<file path="config.mk">
export PLATFORM = sky130hd
export DESIGN_NAME = param_serial_twos_complement
export DESIGN_NICKNAME = d
export VERILOG_FILES = /design/src/rtl/param_serial_twos_complement_pkg.sv /design/src/rtl/param_serial_twos_complement_full_adder.sv /design/src/rtl/param_serial_twos_complement.sv
export SDC_FILE = /design/constraint.sdc
export NUM_CORES = 1
export LEC_CHECK = 0
export CORE_ASPECT_RATIO = 1.1
export CORE_MARGIN = 1.5
export CORE_UTILIZATION = 34
export DETAILED_ROUTE_END_ITERATION = 10
export PLACE_DENSITY = 0.67
export RECOVER_POWER = 25
export SLEW_MARGIN = 20
export SYNTH_ARGS = -nofsm -noshare
export SYNTH_HDL_FRONTEND = slang
export SYNTH_SLANG_ARGS = --single-unit
</file>
<file path="constraint.sdc">
create_clock -name clk -period 1.5 [get_ports clk]
set_clock_uncertainty 0.2 [all_clocks]
set_input_delay 0.45 -clock clk [delete_from_list [all_inputs] [get_ports clk]]
set_output_delay 0.45 -clock clk [all_outputs]
set_load 0.1 [all_outputs]
</file>
<file path="src/rtl/param_serial_twos_complement_pkg.sv">
// Shared definitions for the bit-serial two's-complement unit:
// mode codes, FSM state encoding and the negate-decision helper.
package param_serial_twos_complement_pkg;

    localparam logic [1:0] MODE_PASS = 2'b00;
    localparam logic [1:0] MODE_NEG  = 2'b01;
    localparam logic [1:0] MODE_ABS  = 2'b10;

    typedef enum logic [1:0] {
        ST_IDLE  = 2'b00,
        ST_SHIFT = 2'b01,
        ST_DONE  = 2'b10
    } state_t;

    // Decide once, at accept time, whether this operand gets negated.
    // The reserved code 2'b11 behaves like pass.
    function automatic logic resolve_neg(input logic [1:0] mode, input logic msb);
        logic neg;
        case (mode)
            MODE_PASS: neg = 1'b0;
            MODE_NEG:  neg = 1'b1;
            MODE_ABS:  neg = msb;
            default:   neg = 1'b0;
        endcase
        return neg;
    endfunction

endpackage

</file>
<file path="src/rtl/param_serial_twos_complement_full_adder.sv">
// One-bit full adder used as the single serial arithmetic stage.
module param_serial_twos_complement_full_adder (
    input  logic a,
    input  logic b,
    input  logic c_in,
    output logic s,
    output logic c_out
);

    assign s     = a ^ b ^ c_in;
    assign c_out = (a & b) | (a & c_in) | (b & c_in);

endmodule

</file>
<file path="src/rtl/param_serial_twos_complement.sv">
// Bit-serial two's-complement unit: pass, negate (~X+1) or absolute value,
// one bit per clock, LSB first, through one full adder and a carry flop.
//
// Handshake: an operand transfers on a rising edge where in_valid && in_ready;
// in_ready is high only in IDLE. A result transfers on a rising edge where
// out_valid && out_ready; out_valid is high only in DONE, and Y/flags hold
// there until that transfer happens.
module param_serial_twos_complement #(
    parameter int WIDTH = 6
) (
    input  logic             clk,
    input  logic             rst_n,
    input  logic             in_valid,
    output logic             in_ready,
    input  logic [WIDTH-1:0] X,
    input  logic [1:0]       sel,
    output logic             out_valid,
    input  logic             out_ready,
    output logic [WIDTH-1:0] Y,
    output logic             c_out,
    output logic             overflow,
    output logic             zero
);

    import param_serial_twos_complement_pkg::*;

    localparam int                CNT_W    = $clog2(WIDTH + 1);
    localparam logic [CNT_W-1:0]  LAST_CNT = CNT_W'(WIDTH - 1);
    localparam logic [WIDTH-1:0]  MOST_NEG = {1'b1, {(WIDTH-1){1'b0}}};

    state_t           state;
    state_t           state_next;
    logic [WIDTH-1:0] x_sr;
    logic [WIDTH-1:0] y_sr;
    logic [CNT_W-1:0] cnt;
    logic             do_neg;
    logic             carry;
    logic             ovf_q;
    logic             accept;
    logic             load_neg;
    logic             fa_s;
    logic             fa_c;

    assign accept   = in_valid & (state == ST_IDLE);
    assign load_neg = resolve_neg(sel, X[WIDTH-1]);

    // Single serial stage: the second addend is always zero, so the
    // carry flop alone supplies the "+1" of a negation.
    param_serial_twos_complement_full_adder u_fa (
        .a     (x_sr[0] ^ do_neg),
        .b     (1'b0),
        .c_in  (carry),
        .s     (fa_s),
        .c_out (fa_c)
    );

    // State register.
    always_ff @(posedge clk or negedge rst_n) begin
        if (!rst_n) begin
            state <= ST_IDLE;
        end else begin
            state <= state_next;
        end
    end

    // Next-state logic: IDLE -> SHIFT on accept, SHIFT -> DONE after the
    // last bit, DONE -> IDLE when the result is taken.
    always_comb begin
        state_next = state;
        case (state)
            ST_IDLE:  if (accept)          state_next = ST_SHIFT;
            ST_SHIFT: if (cnt == LAST_CNT) state_next = ST_DONE;
            ST_DONE:  if (out_ready)       state_next = ST_IDLE;
            default:                       state_next = ST_IDLE;
        endcase
    end

    // Datapath: load the operand on accept, then shift one bit per cycle;
    // everything holds outside SHIFT so DONE presents a stable result.
    always_ff @(posedge clk or negedge rst_n) begin
        if (!rst_n) begin
            x_sr   <= '0;
            y_sr   <= '0;
            cnt    <= '0;
            do_neg <= 1'b0;
            carry  <= 1'b0;
            ovf_q  <= 1'b0;
        end else if (accept) begin
            x_sr   <= X;
            cnt    <= '0;
            do_neg <= load_neg;
            carry  <= load_neg;
            ovf_q  <= load_neg & (X == MOST_NEG);
        end else if (state == ST_SHIFT) begin
            y_sr  <= {fa_s, y_sr[WIDTH-1:1]};
            x_sr  <= x_sr >> 1;
            carry <= fa_c;
            if (cnt != LAST_CNT) begin
                cnt <= cnt + CNT_W'(1);
            end
        end
    end

    assign in_ready  = (state == ST_IDLE);
    assign out_valid = (state == ST_DONE);
    assign Y         = y_sr;
    assign c_out     = carry;
    assign overflow  = ovf_q;
    assign zero      = (state == ST_DONE) && (y_sr == '0);

endmodule

</file>
# After elaboration in Yosys (flattened, before gate mapping)
# Cells that the tools add are included.
[totals] output_inout_bits=11 reg_bits=20 elab_cells=44 in_bits=12
[op_classes] n_reduce_logical=8 eq_ne=10 add_sub_neg=1 bitwise_logic=6 muxes=12
[op_table] cell="2-to-1 mux 6 bit" n=2
[op_table] cell="2-to-1 mux 3 bit" n=3
[op_table] cell="== test 6 bit (second input constant)" n=1
[op_table] cell="zero test 6 bit" n=1
[op_table] cell="2-to-1 mux 2 bit" n=3
[op_table] cell="one-hot mux 2 bit (3 select lines)" n=1
[op_table] cell="== test 2 x 1 -> 1 bit (second input constant)" n=2
[op_table] cell="== test 2 bit (second input constant)" n=2
[op_table] cell="!= test 2 x 1 -> 1 bit (second input constant)" n=2
[op_table] cell="AND reduction 2 bit" n=2
[op_table] cell="nonzero test 2 bit" n=2
[op_table] cell="adder 3 x 1 -> 3 bit (second input constant)" n=1
[op_table] cell="bitwise AND 1 bit" n=3
[op_table] cell="== test 3 bit (second input constant)" n=1
[op_table] cell="!= test 3 bit (second input constant)" n=1
[op_table] cell="AND reduction 3 bit" n=1
[op_table] cell="zero test 2 bit" n=1
[op_table] cell="2-to-1 mux 1 bit" n=2
[op_table] cell="!= test 2 bit (second input constant)" n=1
[op_table] cell="one-hot mux 1 bit (2 select lines)" n=1
[op_table] cell="XOR 1 bit" n=2
[op_table] cell="logical AND 1 bit" n=1
[op_table] cell="inverter 1 bit" n=1

# Longest topological paths before layout
# Gate-level depths: netlist (run 1).
[depth] ltp_word=4 depth_mapped=5 depth_no_buf=5

# Hierarchy
# A second synthesis (run 1) with hierarchy kept.
[hier_totals] cells_unflattened=101 hier_area_um2=992.2
[by_module_without_submodules] mod="param_serial_twos_complement" area_each_um2=972.2 seq_area_each_um2=500.5 cells_per_inst=100 n_inst=1
[by_module_without_submodules] mod="param_serial_twos_complement_full_adder" area_each_um2=20.0 seq_area_each_um2=0.0 cells_per_inst=1 n_inst=1

# Least setup slack after synthesis (run 1)
# OpenSTA, ideal clock, no wires.
[synth_path] path_type="register to output" start="reg y_sr[3] (netlist: Y[3])" end="out zero" path_buffers=0 path_stages_with_launch=3 required_ns=0.850 slack_ns=-3.343 arrival_ns=4.193 path_cell_list="dfrtp_1 -> or4_1 -> nor4_1"
[synth_between] elab_chain_len=2
[synth_lines] item="start: declaration" line="param_serial_twos_complement.sv:34" rtl="logic [WIDTH-1:0] y_sr;"
[synth_lines] item="start signal: assignment" line="param_serial_twos_complement.sv:95" rtl="y_sr <= {fa_s, y_sr[WIDTH-1:1]};"
[synth_lines] item="zero test 6 bit" line="param_serial_twos_complement.sv:109" rtl="assign zero = (state == ST_DONE) && (y_sr == '0);"
[synth_lines] item="logical AND 1 bit" line="param_serial_twos_complement.sv:109"
[synth_lines] item="end: declaration" line="param_serial_twos_complement.sv:22" rtl="output logic zero"
# Every way passes these cells.

# Worst setup path in the final report (run 1)
[layout_path] start="reg y_sr[0] (netlist: Y[0])" end="out zero"
# The elaborated chain is that of the path after synthesis.

==> impl_metrics.csv, run 1 <==
group,metric,value,unit
status,status,"complete, but fails checks",
status,violations,"negative setup slack",
sta,rsz0062_at_grt,"yes",
synthesis,synth_area,985,µm²
final_layout,drive_gt1_share,52.6,%
final_layout,fillers,222,
grt,gr-total-overflow,0,
clocking,cts_htree_levels,1,
sta,worst_hold_slack,0.316,ns
synthesis,synth_nets,118,
clocking,clock_path_buffers,2,
setup_path,cp_cell_sequence,"or4_4, nor4_4, buf_12",
synthesis,syn_inst,101,
route,drt_iter0_markers,17,
clocking,cts_tree,"built",
sta,hold_violations,0,
placed_design,portBuffers,22,
final_layout,areaGrowthSynthToFinish,79.3,%
setup_path,r2r_start,"state[1]",
clocking,cts_root_buf,"clkbuf_4",
sta,min_period,2.34,ns
route,drc,0,
grt,antenna_found_initial,0,
sta,setup_viol,24,
clocking,cts.sinks,20,
route,wl_per_cell,13.8,µm
setup_path,cp-start-kind,"register",
power_and_ir_drop,max-vdd-ir-drop,0.00140,V
grt,grt_pass1_vias,929,
placed_design,place_congestion,0.756,
setup_path,cp_slowest_cell,"or4_4",
floorplanning,pin_count,23,
route,routed_wl,2550,µm
sta,final.setup.worst_slack,-0.844,ns
clocking,cts.clk_slew.worst_paths,0.11,ns
synthesis,synth-simple-area-share,25.4,%
final_layout,antenna_cells,0,
setup_path,critPathRequiredTime,0.85,ns
setup_path,r2r_cells,6,
sta,drv_slew,0,
placed_design,dpl.hpwl,1760,µm
synthesis,synthXorXnorAreaFrac,0.889,%
setup_path,cp_max_fo,2,
final_layout,final_common_cell,"nand2_1",
route,vias_per_cell,5.05,
floorplanning,core,2750,µm²
run,max_cap_violations,0,
final_layout,fin_nets,170,
floorplanning,start_util,35.8,%
setup_path,crit_path_max_incr_delay,0.50,ns
setup_path,r2r_slack,-0.19,ns
worst_hold_path,holdPathStages,1,
synthesis,yosys_warnings,0,
floorplanning,die_area,3230,µm²
synthesis,synth_edf_count,0,
power_and_ir_drop,powerDensity,2190,nW/µm²
clocking,cts_buffers,3,
synthesis,synth_mux_area_share,1.02,%
synthesis,synth_compound_area_share,10.7,%
sta,max-slew-margin-rel,65.8,%
power_and_ir_drop,leakagePower,0.827,nW
worst_hold_path,hp-start,"do_neg",
power_and_ir_drop,finalPower,3.87,mW
final_layout,layout.cells.most_common_list,"nand2_1, buf_4, dfrtp_1, buf_12, buf_6",
synthesis,async_flop_share,100,%
synthesis,synth_top_family_by_area,"simple AND/OR/NAND/NOR gates",
grt,grt_pass1_wl,3990,µm
floorplanning,die_y,59.4,µm
setup_path,arrival,1.69,ns
sta,period_share,156,%
setup_path,critPathKind,"register to output port",
grt,grt_max_degree,21,
route,ant_nets,0,
final_layout,utilization,64.1,%
synthesis,ys_dominant_reg_cell,"dfrtp_1",
route,vias,935,
grt,track_usage,17.0,%
floorplanning,row_count,20,
sta,worst_pin_slew,0.513,ns
floorplanning,die_w,54.3,µm
sta,fmax,0.427,GHz
synthesis,synth_fa_ha_area_share,6.35,%
route,dr.pass1.iters,4,
setup_path,cp-end-kind,"output port",
worst_hold_path,hold_class,"register to register",
synthesis,ys_seq_elements,20,
clocking,clkLatencyLatePin,0.30,ns
synthesis,ys_seq_area_share,50.8,%
synthesis,avgSynthCellArea,9.75,µm²
synthesis,ys_types,28,
setup_path,r2r_end,"x_sr[0]",
worst_hold_path,hold_path_end,"do_neg",
[timing repair]
item                                    CTS  global route
endpoints found under the setup margin   30            25
hold endpoints to repair                  0             0
setup buffers                             5             7
pin swaps                                 5            11
resized for setup                        24            23
hold buffers                              0             0
[metrics by stage]
step / area, µm² / setup TNS (ns) / worst slack, ns / instances
finish: 1770 / -4.60 / -0.844 / 185
global route: 1770 / -5.79 / -0.908 / 185
CTS: 1690 / -3.59 / -0.846 / 181
detailed placement: 1540 / -5.96 / -0.638 / 173
global placement: 1540 / -5.79 / -0.625 / 173
floorplan: 1030 / -1.71 / -1.40 / 101
[synth_stat cells (all sizes together) (2+ instances only)]
master | count | share of area [%]
a22oi | 5 | 3.8
dfrtp | 20 | 51
ha | 5 | 6.4
a21oi | 4 | 2.0
o21ai | 4 | 2.0
nand2 | 28 | 11
nor3 | 3 | 1.5
inv | 4 | 1.5
nand3 | 6 | 3.0
buf | 4 | 3.3
or3 | 2 | 1.3
[area by class of cell]
cell class                 count  area, µm²  area share [%]
inverter                       4       18.8            1.06
tap                           33       41.3            2.34
timing repair buffer          51        591            33.5
multi-input combinational     73        566            32.0
clock buffer                   4       36.3            2.06
sequential                    20        513            29.1
[power by group]
group | internal, mW | leakage, nW | switching, mW | total [mW]
Clock | 0.148 | 0.0210 | 0.163 | 0.311
Sequential | 0.774 | 0.246 | 0.171 | 0.944
Combinational | 1.14 | 0.560 | 1.47 | 2.62
[critical path: cells and delay by family, from the launching register on]
kind	cells	cell delay [ns]
buffers and inverters	1	0.21
flip-flops	1	0.49
AND/OR/NAND/NOR	2	0.69
[logic make-up (layout without fill, tap and decap cells)]
kind of cell,after synthesis,after routing
multiplexers,1,1
AO/OA/AOI/OAI,16,16
buffers and inverters,8,59
AND/OR/NAND/NOR,50,50
XOR/XNOR,1,1
adder cells (fa/ha/maj),5,5
flip-flops,20,20
[worst max path at each step]
| stage | from | end | slack [ns] | cells after the start |
|---|---|---|---|---|
| 2_1_floorplan | Y[0] | zero | -1.40 | 2 |
| 6_report | Y[0] | zero | -0.84 | 3 |
| 5_1_grt | Y[0] | zero | -0.91 | 3 |
| 3_3_place_gp | Y[0] | zero | -0.63 | 3 |
| 4_1_cts | Y[0] | zero | -0.85 | 3 |
| 3_5_place_dp | Y[0] | zero | -0.64 | 3 |
[state kept, by name (all words and copies together) (netlist names)]
| register | cells |
|---|---|
| state | 2 |
| cnt | 3 |
| Y | 6 |
| do_neg | 1 |
| x_sr | 6 |
| overflow | 1 |
| c_out | 1 |
[metal layers]
metal	routed length (µm)	vias up	global-route usage, %	part of all wire [%]
met5	0	-	0	0
met4	24	0	6.43	0.94
met3	102	4	2.53	4.0
met2	1360	20	28.2	53
met1	1060	465	22.1	42
li1	-	446	-	-
No activity file was read; power rests on OpenSTA's default activity.
==> inputs of run 2 (changes only) <==
--- a/config.mk
+++ b/config.mk
@@ -11,7 +11,6 @@
 export DETAILED_ROUTE_END_ITERATION = 10
 export PLACE_DENSITY = 0.67
 export RECOVER_POWER = 25
-export SLEW_MARGIN = 20
 export SYNTH_ARGS = -nofsm -noshare
 export SYNTH_HDL_FRONTEND = slang
 export SYNTH_SLANG_ARGS = --single-unit
==> results of run 2 <==
Final layout, timing and power as in run 1 (identical DEF).
==> inputs of run 3 (changes only) <==
--- a/config.mk
+++ b/config.mk
@@ -5,6 +5,7 @@
 export SDC_FILE = /design/constraint.sdc
 export NUM_CORES = 1
 export LEC_CHECK = 0
+export CAP_MARGIN = 20
 export CORE_ASPECT_RATIO = 1.1
 export CORE_MARGIN = 1.5
 export CORE_UTILIZATION = 34
==> results of run 3 <==
Final layout, timing and power as in run 1 (identical DEF).
